<file path="config.mk">
export PLATFORM = sky130hd
export DESIGN_NAME = isqrt_seq_flat
export DESIGN_NICKNAME = d
export VERILOG_FILES = /design/src/rtl/isqrt_seq_if.sv /design/src/rtl/isqrt_seq.sv /design/src/flat_wrapper.sv
export SDC_FILE = /design/constraint.sdc
export NUM_CORES = 1
export LEC_CHECK = 0
export ABC_AREA = 1
export BUFFER_PORTS_ARGS = -buffer_cell sky130_fd_sc_hd__buf_2
export CAP_MARGIN = 20
export CORE_MARGIN = 4
export CORE_UTILIZATION = 54
export CTS_BUF_LIST = sky130_fd_sc_hd__clkbuf_2 sky130_fd_sc_hd__clkbuf_4 sky130_fd_sc_hd__clkbuf_8
export CTS_CLUSTER_DIAMETER = 60
export DETAILED_ROUTE_END_ITERATION = 12
export PLACE_DENSITY_LB_ADDON = 0.05
export SLEW_MARGIN = 20
export SYNTH_ARGS = -nofsm -noshare
export SYNTH_HDL_FRONTEND = slang
export SYNTH_SLANG_ARGS = --single-unit
export TNS_END_PERCENT = 10
</file>
<file path="constraint.sdc">
create_clock -name clk -period 2.8 [get_ports clk]
set_clock_uncertainty 0.05 [all_clocks]
set_input_delay 0.14 -clock clk [delete_from_list [all_inputs] [get_ports clk]]
set_output_delay 0.14 -clock clk [all_outputs]
set_load 0.1 [all_outputs]
</file>
<file path="src/rtl/isqrt_seq_if.sv">
// Handshake bundle for isqrt_seq: operand in, root/remainder out.
// The err line exists only when ISQRT_SEQ_CHECK_EN is defined.
interface isqrt_seq_if #(parameter int W = 4);
  logic           in_valid;
  logic           in_ready;
  logic [2*W-1:0] sq_in;
  logic           out_valid;
  logic           out_ready;
  logic [W-1:0]   root;
  logic [2*W-1:0] rem;
  logic           exact;
`ifdef ISQRT_SEQ_CHECK_EN
  logic           err;
`endif

  modport slave (
    input  in_valid, sq_in, out_ready,
    output in_ready, out_valid, root, rem, exact
`ifdef ISQRT_SEQ_CHECK_EN
    , output err
`endif
  );

  modport master (
    output in_valid, sq_in, out_ready,
    input  in_ready, out_valid, root, rem, exact
`ifdef ISQRT_SEQ_CHECK_EN
    , input err
`endif
  );
endinterface

</file>
<file path="src/rtl/isqrt_seq.sv">
// Sequential integer square root: walks x^2 upward by odd increments, one per clock.
// Optional ISQRT_SEQ_CHECK_EN adds a sticky err output from an independent root^2 accumulator.
module isqrt_seq #(
  parameter int W = 4
) (
  input  logic        clk,
  input  logic        rst,
  isqrt_seq_if.slave  bus
);
  localparam int N2 = 2 * W;

  typedef enum logic [1:0] {IDLE = 2'd0, RUN = 2'd1, DONE = 2'd2} state_t;

  state_t          state, state_nx;
  logic [W-1:0]    x;
  logic [N2-1:0]   s, n;
  logic [N2:0]     t;
  logic            step;
  logic [N2-1:0]   rem_nx;
  logic [W-1:0]    root_q;
  logic [N2-1:0]   rem_q;
  logic            exact_q, out_valid_q, in_ready_c;

  // One extra bit on t so the (2^W)^2 candidate cannot wrap.
  assign t      = {1'b0, s} + {{(N2-W){1'b0}}, x, 1'b0} + {{N2{1'b0}}, 1'b1};
  assign step   = (x != {W{1'b1}}) && (t <= {1'b0, n});
  assign rem_nx = n - s;

  always_ff @(posedge clk or posedge rst) begin
    if (rst) state <= IDLE;
    else     state <= state_nx;
  end

  always_comb begin
    state_nx   = state;
    in_ready_c = 1'b0;
    case (state)
      IDLE: begin
        in_ready_c = 1'b1;
        if (bus.in_valid) state_nx = RUN;
      end
      RUN:  if (!step) state_nx = DONE;
      DONE: if (out_valid_q && bus.out_ready) state_nx = IDLE;
      default: state_nx = IDLE;
    endcase
  end

  always_ff @(posedge clk or posedge rst) begin
    if (rst) begin
      n           <= '0;
      x           <= '0;
      s           <= '0;
      root_q      <= '0;
      rem_q       <= '0;
      exact_q     <= 1'b0;
      out_valid_q <= 1'b0;
    end else begin
      case (state)
        IDLE: if (bus.in_valid) begin
          n <= bus.sq_in;
          x <= '0;
          s <= '0;
        end
        RUN: begin
          if (step) begin
            s <= t[N2-1:0];
            x <= x + 1'b1;
          end else begin
            root_q      <= x;
            rem_q       <= rem_nx;
            exact_q     <= (n == s);
            out_valid_q <= 1'b1;
          end
        end
        DONE: if (bus.out_ready) out_valid_q <= 1'b0;
        default: ;
      endcase
    end
  end

`ifdef ISQRT_SEQ_CHECK_EN
  // Shadow square built from x alone, so a fault in s or the step logic shows up here.
  logic [N2-1:0] chk_sq;
  logic [N2-1:0] xe;
  logic          err_q;

  assign xe = {{(N2-W){1'b0}}, x};

  always_ff @(posedge clk or posedge rst) begin
    if (rst) begin
      chk_sq <= '0;
      err_q  <= 1'b0;
    end else begin
      case (state)
        IDLE: if (bus.in_valid) chk_sq <= '0;
        RUN: begin
          if (step) chk_sq <= chk_sq + xe + xe + {{(N2-1){1'b0}}, 1'b1};
          else if ((({1'b0, chk_sq} + {1'b0, rem_nx}) != {1'b0, n}) ||
                   (rem_nx > {{(N2-W-1){1'b0}}, x, 1'b0}))
            err_q <= 1'b1;
        end
        default: ;
      endcase
    end
  end

  assign bus.err = err_q;
`endif

  assign bus.in_ready  = in_ready_c;
  assign bus.out_valid = out_valid_q;
  assign bus.root      = root_q;
  assign bus.rem       = rem_q;
  assign bus.exact     = exact_q;
endmodule

</file>
<file path="src/flat_wrapper.sv">
// flat-port wrapper written by rule: the top's interface ports become plain ports
module isqrt_seq_flat 
#(
  parameter int W = 4
)
  (clk, rst, bus_in_valid, bus_sq_in, bus_out_ready, bus_in_ready, bus_out_valid, bus_root, bus_rem, bus_exact);
  isqrt_seq_if #(.W(W)) bus_i ();
  input  logic clk;
  input  logic rst;
  input wire logic [$bits(bus_i.in_valid)-1:0] bus_in_valid;
  input wire logic [$bits(bus_i.sq_in)-1:0] bus_sq_in;
  input wire logic [$bits(bus_i.out_ready)-1:0] bus_out_ready;
  output wire logic [$bits(bus_i.in_ready)-1:0] bus_in_ready;
  output wire logic [$bits(bus_i.out_valid)-1:0] bus_out_valid;
  output wire logic [$bits(bus_i.root)-1:0] bus_root;
  output wire logic [$bits(bus_i.rem)-1:0] bus_rem;
  output wire logic [$bits(bus_i.exact)-1:0] bus_exact;
  assign bus_i.in_valid = bus_in_valid;
  assign bus_i.sq_in = bus_sq_in;
  assign bus_i.out_ready = bus_out_ready;
  assign bus_in_ready = bus_i.in_ready;
  assign bus_out_valid = bus_i.out_valid;
  assign bus_root = bus_i.root;
  assign bus_rem = bus_i.rem;
  assign bus_exact = bus_i.exact;
  isqrt_seq #(.W(W)) u_core (.clk(clk), .rst(rst), .bus(bus_i));
endmodule
</file>
# Yosys cells after proc, flatten, opt, wreduce, memory -nomap -nowiden
# Index checks and enable logic that the tools add are counted.
# word_totals
regBits	36
latchBits	0
mem_bits_rw	0
mem_bits_ro	0
input_bits	12
wordCells	47
mem_count	0
# classes
add_sub_neg	4
n_mul	0
div_mod_pow	0
n_lt_le_gt_ge	1
eq_ne	9
n_shift	0
n_mux	14
bitwise_logic	1
reduce_logical	10
# ops
cell	n
2-to-1 mux 8 bit	2
case mux 8 bit (2 select lines)	1
adder 8 x 5 -> 9 bit	1
adder 9 x 1 -> 9 bit (second input constant)	1
<= comparator 9 x 8 -> 1 bit	1
AND reduction 3 bit	3
equality test 8 bit	1
2-to-1 mux 4 bit	2
case mux 4 bit (2 select lines)	1
subtractor 8 bit	1
2-to-1 mux 2 bit	3
inequality test 2 bit (second input constant)	3
case mux 2 bit (3 select lines)	1
adder 4 x 1 -> 4 bit (second input constant)	1
inequality test 2 x 1 -> 1 bit (second input constant)	2
inequality test 4 bit (second input constant)	1
AND reduction 2 bit	2
nonzero test 2 bit	2
2-to-1 mux 1 bit	3
equality test 2 x 1 -> 1 bit (second input constant)	1
equality test 2 bit (second input constant)	1
logical AND 1 bit	2
logical NOT 2 bit	1
case mux 1 bit (2 select lines)	1
inverter 1 bit	1

# Logic depth before layout (Yosys ltp)
# Gate-level depths: netlist (run 1).
# depth
word_depth	6
depth_mapped	22
ltp_nobuf	21

# Worst setup path before layout (run 1)
# OpenSTA, ideal clock, no wires.
# synth_timing
path_kind	reg2reg
from	reg u_core.state[1]
to	reg u_core.s[1]
setup_time_ns	0.117
t_arrival_ns	2.556
required_time_ns	2.633
path_slack_ns	0.078
path_stages_with_launch	7
path_buffers	2
path_cell_list	dfrtp_1 -> nor2_1 -> nand2_1 -> buf_2 -> buf_2 -> nand3_1 -> nand2_1
# synth_via
elab_chain_len	3
word_cells_on_any_way	7
# synth_rtl
element	line_no	text
from (decl)	isqrt_seq.sv:14	state_t state, state_nx;
from (signal assigned)	isqrt_seq.sv:31	else state <= state_nx;
equality test 2 x 1 -> 1 bit or logical NOT 2 bit (tied branches)	isqrt_seq.sv:58	case (state)
inequality test 2 x 1 -> 1 bit (no line), or another cell as far along	--	
AND reduction 3 bit (no line)	--	
to (signal assigned)	isqrt_seq.sv:66	s <= t[N2-1:0];
to (decl)	isqrt_seq.sv:16	logic [N2-1:0] s, n;
# Several ways; a longest one is shown, not always the timed one.
# A chain may end at the register's enable or synchronous reset.

# Worst setup path in the final report (run 1)
# layout_timing
from	reg u_core.x[3]
to	reg u_core.s[0]
# layout_via
elab_chain_len	6
word_cells_on_any_way	7
# layout_rtl
element	line_no	text
from (decl)	isqrt_seq.sv:15	logic [W-1:0] x;
from (signal assigned)	isqrt_seq.sv:67	x <= x + 1'b1;
adder 8 x 5 -> 9 bit	isqrt_seq.sv:25	assign t = {1'b0, s} + {{(N2-W){1'b0}}, x, 1'b0} + {{N2{1'b0}}, 1'b1};
adder 9 x 1 -> 9 bit	isqrt_seq.sv:25	
<= comparator 9 x 8 -> 1 bit	isqrt_seq.sv:26	assign step = (x != {W{1'b1}}) && (t <= {1'b0, n});
logical AND 1 bit (*)	isqrt_seq.sv:26	
inequality test 2 x 1 -> 1 bit (no line) (*)	--	
AND reduction 3 bit (no line) (*)	--	
# Every way passes the cells marked *; elsewhere a longest branch is shown, timed or not.

==> results.toml, run 1 <==
[detailed_routing]
wl_um = 5627
first_iter_violations = 111
wl_per_cell_um = 14.21
ant_nets = 0
wl_met2_um = 2583
routed-wl-met3_um = 250
first_pass_iters = 4
met1_length_um = 2622
via_per_inst = 5.164
vias = 2045
maxUsedRoutingLayer = "met4"
drc = 0

[die]
fp-row-count = 23
core_um2 = 4115
pin_count = 27
die_h_um = 74.23
die_area_um2 = 5510
initial_utilization_pct = 57.56
fp.dieW_um = 74.23

[logic_synthesis]
syn_nets = 322
ys_warn_count = 0
synthCells = 288
synth_seq_cells = 36
synth_area_um2 = 2369
yosysUniqueCellTypes = 30
syn_area_per_cell_um2 = 8.224
ys_seq_area_share_pct = 38.03

[timing]
worst_slack_ps = -124.9
slew_viol_final = 0
setup-violations-final = 21
finalHoldViolCount = 0
layout_min_cycle_time_ps = 2925
hold-worst-slack_ps = 37.95
grt_setup_unrepaired = "true"
timing.final.crit_share_pct = 104.5
worst_pin_slew_ps = 752.7
setup_tns_ps = -1367
fmax_ghz = 0.3419
slew_headroom_pct = 49.76

[clock_tree]
numCtsBuffers = 5
root_buffer = "clkbuf_8"
clkTransAtPathRegs_ps = 80
cts_tree = "done"
clock_latency_ps = 290
htree_levels = 2
clockBufferDepth = 2
clock-sinks = 36

[grt]
overflow = 0
antenna_found_initial = 0
grt_max_degree = 25
grt_pass1_vias = 1959
track_usage_pct = 21.63
grt_pass1_wl_um = 9011

[finish]
finish.utilization_pct = 73.37
fillers = 307
final_layout_size_suffix_gt1_share_pct = 35.55
area_growth_pct = 27.47
finalNetCount = 379
diodes = 0

[worst_setup_path]
arrival_ps = 3060
worst_ep_required_time_ps = 2930
critical_path.startpoint_type = "flop"
ff2ff_path_depth = 14
crit_path_end_kind = "flop"
path_max_fanout = 7
crit_type = "flop to flop"

[outcome]
status = "finished, violations left"
violations = "setup timing"

[placed_design]
place.gp.congestion = 0.8742
port-buffer-count = 26
dpl.hpwl_um = 3759

[hold_path]
hold_path_class = "input port to flop"
hold_depth = 3

[job]
drv_cap = 0
## stage by stage
stage               setup WS [ps]  instance area [µm²]  cells
floorplan                   77.79                 2369    288
global placement           -97.71                 2666    379
detailed placement         -137.2                 2666    379
CTS                         11.98                 2894    394
global route               -303.5                 3019    396
finish                     -124.9                 3019    396
## flip-flops by register name, summed over array words and instances (netlist names)
register and count:
u_core.s 8, u_core.x 4, u_core.bus.exact 1, u_core.n 8
u_core.bus.out_valid 1, u_core.bus.rem 8, u_core.state 2, u_core.bus.root 4
## routing by layer
metal	global-route usage (%)	vias to the layer above
li1	-	1032
met1	28.88	944
met2	34.94	55
met3	4.189	14
met4	8.300	0
met5	0	-
## path summary, 6_finish.rpt
kind                                                startpoint                             end  slack (ps)
worst max-delay path                   u_core.x[3]$_DFFE_PP0P_         u_core.s[0]$_DFFE_PP0P_        -120
worst min-delay path                              bus_sq_in[0]         u_core.n[0]$_DFFE_PP0P_          40
worst max register to register         u_core.x[3]$_DFFE_PP0P_         u_core.s[0]$_DFFE_PP0P_        -120
worst min register to register  u_core.bus.root[3]$_DFFE_PP0P_  u_core.bus.root[3]$_DFFE_PP0P_         420
max in group asynchronous                                  rst         u_core.s[7]$_DFFE_PP0P_        1500
min in group asynchronous                                  rst         u_core.n[7]$_DFFE_PP0P_         470
## cells in the final DEF (no fill, tap or decap), types with 2 or more instances in the layout
| cell | netlist | layout |
|---|---|---|
| ha_4 | 0 | 4 |
| buf_6 | 1 | 3 |
| nand2_4 | 3 | 3 |
| ha_1 | 20 | 16 |
| inv_1 | 38 | 36 |
| nand2_1 | 68 | 59 |
| xor2_1 | 9 | 8 |
| nand2_8 | 0 | 2 |
| clkinv_2 | 0 | 2 |
| nand3_4 | 1 | 2 |
| dfrtp_1 | 36 | 36 |
| o21ai_0 | 5 | 5 |
| nand4_1 | 2 | 2 |
| nor3_1 | 2 | 2 |
| clkbuf_8 | 0 | 6 |
| o21ai_2 | 9 | 9 |
| nor2_1 | 21 | 21 |
| nand2_2 | 8 | 15 |
| nor2_2 | 2 | 2 |
| xnor2_1 | 2 | 2 |
| a21oi_2 | 1 | 4 |
| nand3_2 | 1 | 9 |
| inv_2 | 0 | 2 |
| buf_4 | 1 | 28 |
| nand3_1 | 25 | 16 |
| buf_2 | 3 | 26 |
| or2_4 | 0 | 2 |
| a21oi_1 | 19 | 16 |
## synthesized netlist by cell type, drive strengths merged
cell	number	area (µm²)
a21boi	1	18.77
a21oi	20	103.9
buf	7	63.81
clkbuf	1	3.750
dfrtp	36	900.9
fa	2	40.04
ha	20	250.2
inv	38	142.6
nand2	79	339.1
nand3	27	152.7
nand4	2	12.51
nor2	24	102.6
nor3	2	10.01
o21ai	14	103.9
o31ai	1	7.510
or2	2	12.51
or4	1	7.510
xnor2	2	17.52
xor2	9	78.83
## cells by family after synthesis
group                      Yosys count  share of synthesized area [%]
xor gates and xnor gates            11                          4.068
DFF                                 36                          38.03
AOI/OAI and AO/OA                   36                          9.879
and+or+nand+nor                    137                          26.89
adders and majority gates           22                          12.26
buffers and inverters               46                          8.875
## what timing repair did
| item | CTS | global route |
|---|---|---|
| pin swaps | 13 | 20 |
| buffers inserted | 6 | 2 |
| resized for setup | 17 | 23 |
| hold endpoints to repair | 18 | 0 |
| setup endpoints to repair | 27 | 28 |
| hold buffers | 1 | 0 |
## worst max-delay path, cell delays in order, from the launching register on
cell,delay [ps]
dfrtp_1,420
ha_1,450
nand2_1,120
nor3_1,170
nand2_1,90
o31ai_1,120
xnor2_1,220
inv_1,90
ha_1,330
nand4_1,140
nand2_2,140
nand3_4,170
buf_6,190
nand3_1,60
nand2_1,60
## layout make-up
class	instances	area (µm²)	share of cell area, %
tap	50	62.56	2.072
sequential	36	900.9	29.84
inverter	38	142.6	4.724
clock buffer	6	82.58	2.735
multi-input combinational	206	1436	47.58
timing repair buffer	58	384.1	12.72
clock inverter	2	10.01	0.3315
Power of run 1 is left out: the tool's default activity adds up to more than one toggle a clock period on the data nets, which glitch-free logic cannot reach.
==> run 2: changes to the inputs <==
--- a/config.mk
+++ b/config.mk
@@ -13,7 +13,7 @@
 export CTS_BUF_LIST = sky130_fd_sc_hd__clkbuf_2 sky130_fd_sc_hd__clkbuf_4 sky130_fd_sc_hd__clkbuf_8
 export CTS_CLUSTER_DIAMETER = 60
 export DETAILED_ROUTE_END_ITERATION = 12
-export PLACE_DENSITY_LB_ADDON = 0.05
+export PLACE_DENSITY = 0.77
 export SLEW_MARGIN = 20
 export SYNTH_ARGS = -nofsm -noshare
 export SYNTH_HDL_FRONTEND = slang
==> run 2 against run 1 <==
The run still ends with setup timing left. Largest cell class unchanged. Critical path depth rose by 2. Highest routed layer unchanged. Flip-flop and latch count stayed put. Global-route usage rose by 0.34 points.
==> results.toml, run 2 (synthesis gave the netlist of run 1 again) <==
[clock_tree]
htree_levels = 2
clkTransAtPathRegs_ps = 80
numCtsBuffers = 5
root_buffer = "clkbuf_8"
clock_latency_ps = 300
cts_tree = "done"
clockBufferDepth = 2
clock-sinks = 36

[worst_setup_path]
crit_path_end_kind = "flop"
crit_buf_inv = 4
arrival_ps = 3030
cp.depth = 16
critical_path.startpoint_type = "flop"
crit_type = "flop to flop"
ff2ff_path_depth = 16
critPathMaxStageDelay_ps = 420
critPathMostFrequentCell = "nand2_2"
critPathTopFamily = "simple AND/OR/NAND/NOR gates"
worst_ep_required_time_ps = 2940
slowest_stage = "dfrtp_1"
worstReg2RegStart = "u_core.s[2]$_DFFE_PP0P_"
startpoint = "u_core.s[2]$_DFFE_PP0P_"
path_cells = "ha_4 > a21oi_2 > nand2_2 > buf_4 > buf_4 > nand2_1 > o31ai_1 > xnor2_1 > inv_1 > ha_4 > nand4_1 > nand2_2 > nand3_4 > buf_12 > nand3_2 > nand2_2"
path_max_fanout = 6

[die]
initial_utilization_pct = 57.56
pin_count = 27
die_h_um = 74.23
fp-row-count = 23
core_um2 = 4115
fp.dieW_um = 74.23
die_area_um2 = 5510

[grt]
track_usage_pct = 21.97
overflow = 0
grt_pass1_vias = 2007
grt_max_degree = 37
antenna_found_initial = 0
grt_pass1_wl_um = 9121

[detailed_routing]
wl_per_cell_um = 14.82
drc = 0
ant_nets = 0
wl_um = 5793
vias = 2037
via_per_inst = 5.210
first_pass_iters = 4
first_iter_violations = 134

[hold_path]
hold_path_class = "input port to flop"
hold_depth = 3
hp-start = "bus_sq_in[4]"

[finish]
mostFrequentLayoutCell = "nand2_1"
area_growth_pct = 28.00
final_cell_mix = "nand2_1 (58), inv_1 (36), dfrtp_1 (36)"
diodes = 0
final_layout_size_suffix_gt1_share_pct = 35.19
finalNetCount = 374
fillers = 302

[job]
drv_cap = 0

[placed_design]
dpl.hpwl_um = 3823
port-buffer-count = 26
place.gp.congestion = 0.8758

[outcome]
violations = "setup timing"
status = "finished, violations left"

[timing]
fmax_ghz = 0.3464
worst_slack_ps = -87.08
setup_tns_ps = -704.4
finalHoldViolCount = 0
slew_headroom_pct = 42.75
layout_min_cycle_time_ps = 2887
grt_setup_unrepaired = "true"
worst_pin_slew_ps = 856.7
setup-violations-final = 13
timing.final.crit_share_pct = 103.1
slew_viol_final = 0
[run 2: changes by cell type in the layout (fill, tap and decap cells not counted), moves of 2 or more]
cell and change:
ha_1 -2, buf_4 -6, ha_4 +2, nand2_2 +2
[run 2: cell type report]
cell class / instances / area, µm² / area share [%]
Multi-Input combinational cell: 207 / 1466 / 48.37
Sequential cell: 36 / 900.9 / 29.72
Timing Repair Buffer: 52 / 347.8 / 11.47
Inverter: 38 / 142.6 / 4.705
Clock buffer: 5 / 68.82 / 2.270
Tap cell: 50 / 62.56 / 2.064
Clock inverter: 3 / 42.54 / 1.403
[run 2: final timing paths]
path,end,slack (ps)
max,u_core.s[0]$_DFFE_PP0P_,-90
min,u_core.n[4]$_DFFE_PP0P_,30
max reg2reg,u_core.s[0]$_DFFE_PP0P_,-90
min reg2reg,u_core.bus.rem[1]$_DFFE_PP0P_,430
max in group asynchronous,u_core.s[5]$_DFFE_PP0P_,1950
min in group asynchronous,u_core.bus.rem[7]$_DFFE_PP0P_,420
[run 2: metal layers]
metal  share of wire (%)  GRT usage (%)  up-vias
met5                   0              0        -
met4                 2.9          10.47        0
li1                    -              -     1026
met2                  49          36.81       62
met1                  43          27.55      932
met3                 5.2          3.784       17
[run 2: stage by stage]
stage | hold slack [ps] | area (µm²) | cells | setup slack [ps] | utilization (%)
after detailed placement | 221.6 | 2614 | 372 | -172.7 | 63.51
after floorplan | 248.6 | 2369 | 288 | 77.79 | -
after global routing | 54.02 | 3032 | 391 | -218.1 | 73.67
final | 31.90 | 3032 | 391 | -87.08 | 73.67
after global placement | 208.9 | 2614 | 372 | -133.3 | 63.51
after CTS | 31.15 | 2873 | 388 | 0.1019 | 69.81
[run 2: worst register-to-register path, delay by kind of cell, from the launching register on]
kind	cells	cell delay [ps]
AND/OR/NAND/NOR	7	710
buffers and inverters	4	590
adder cells (fa/ha/maj)	2	560
flip-flops	1	420
XOR/XNOR	1	250
AO/OA/AOI/OAI	2	210
[run 2: repair_timing]
action | in CTS | in global routing
setup endpoints to repair | 28 | 28
cloned | 1 | 0
gates resized for setup | 13 | 26
buffers inserted | 6 | 3
pin swaps | 7 | 24
hold buffers | 1 | 0
endpoints found under the hold margin | 36 | 0
Power of run 2 is left out for the same reason.
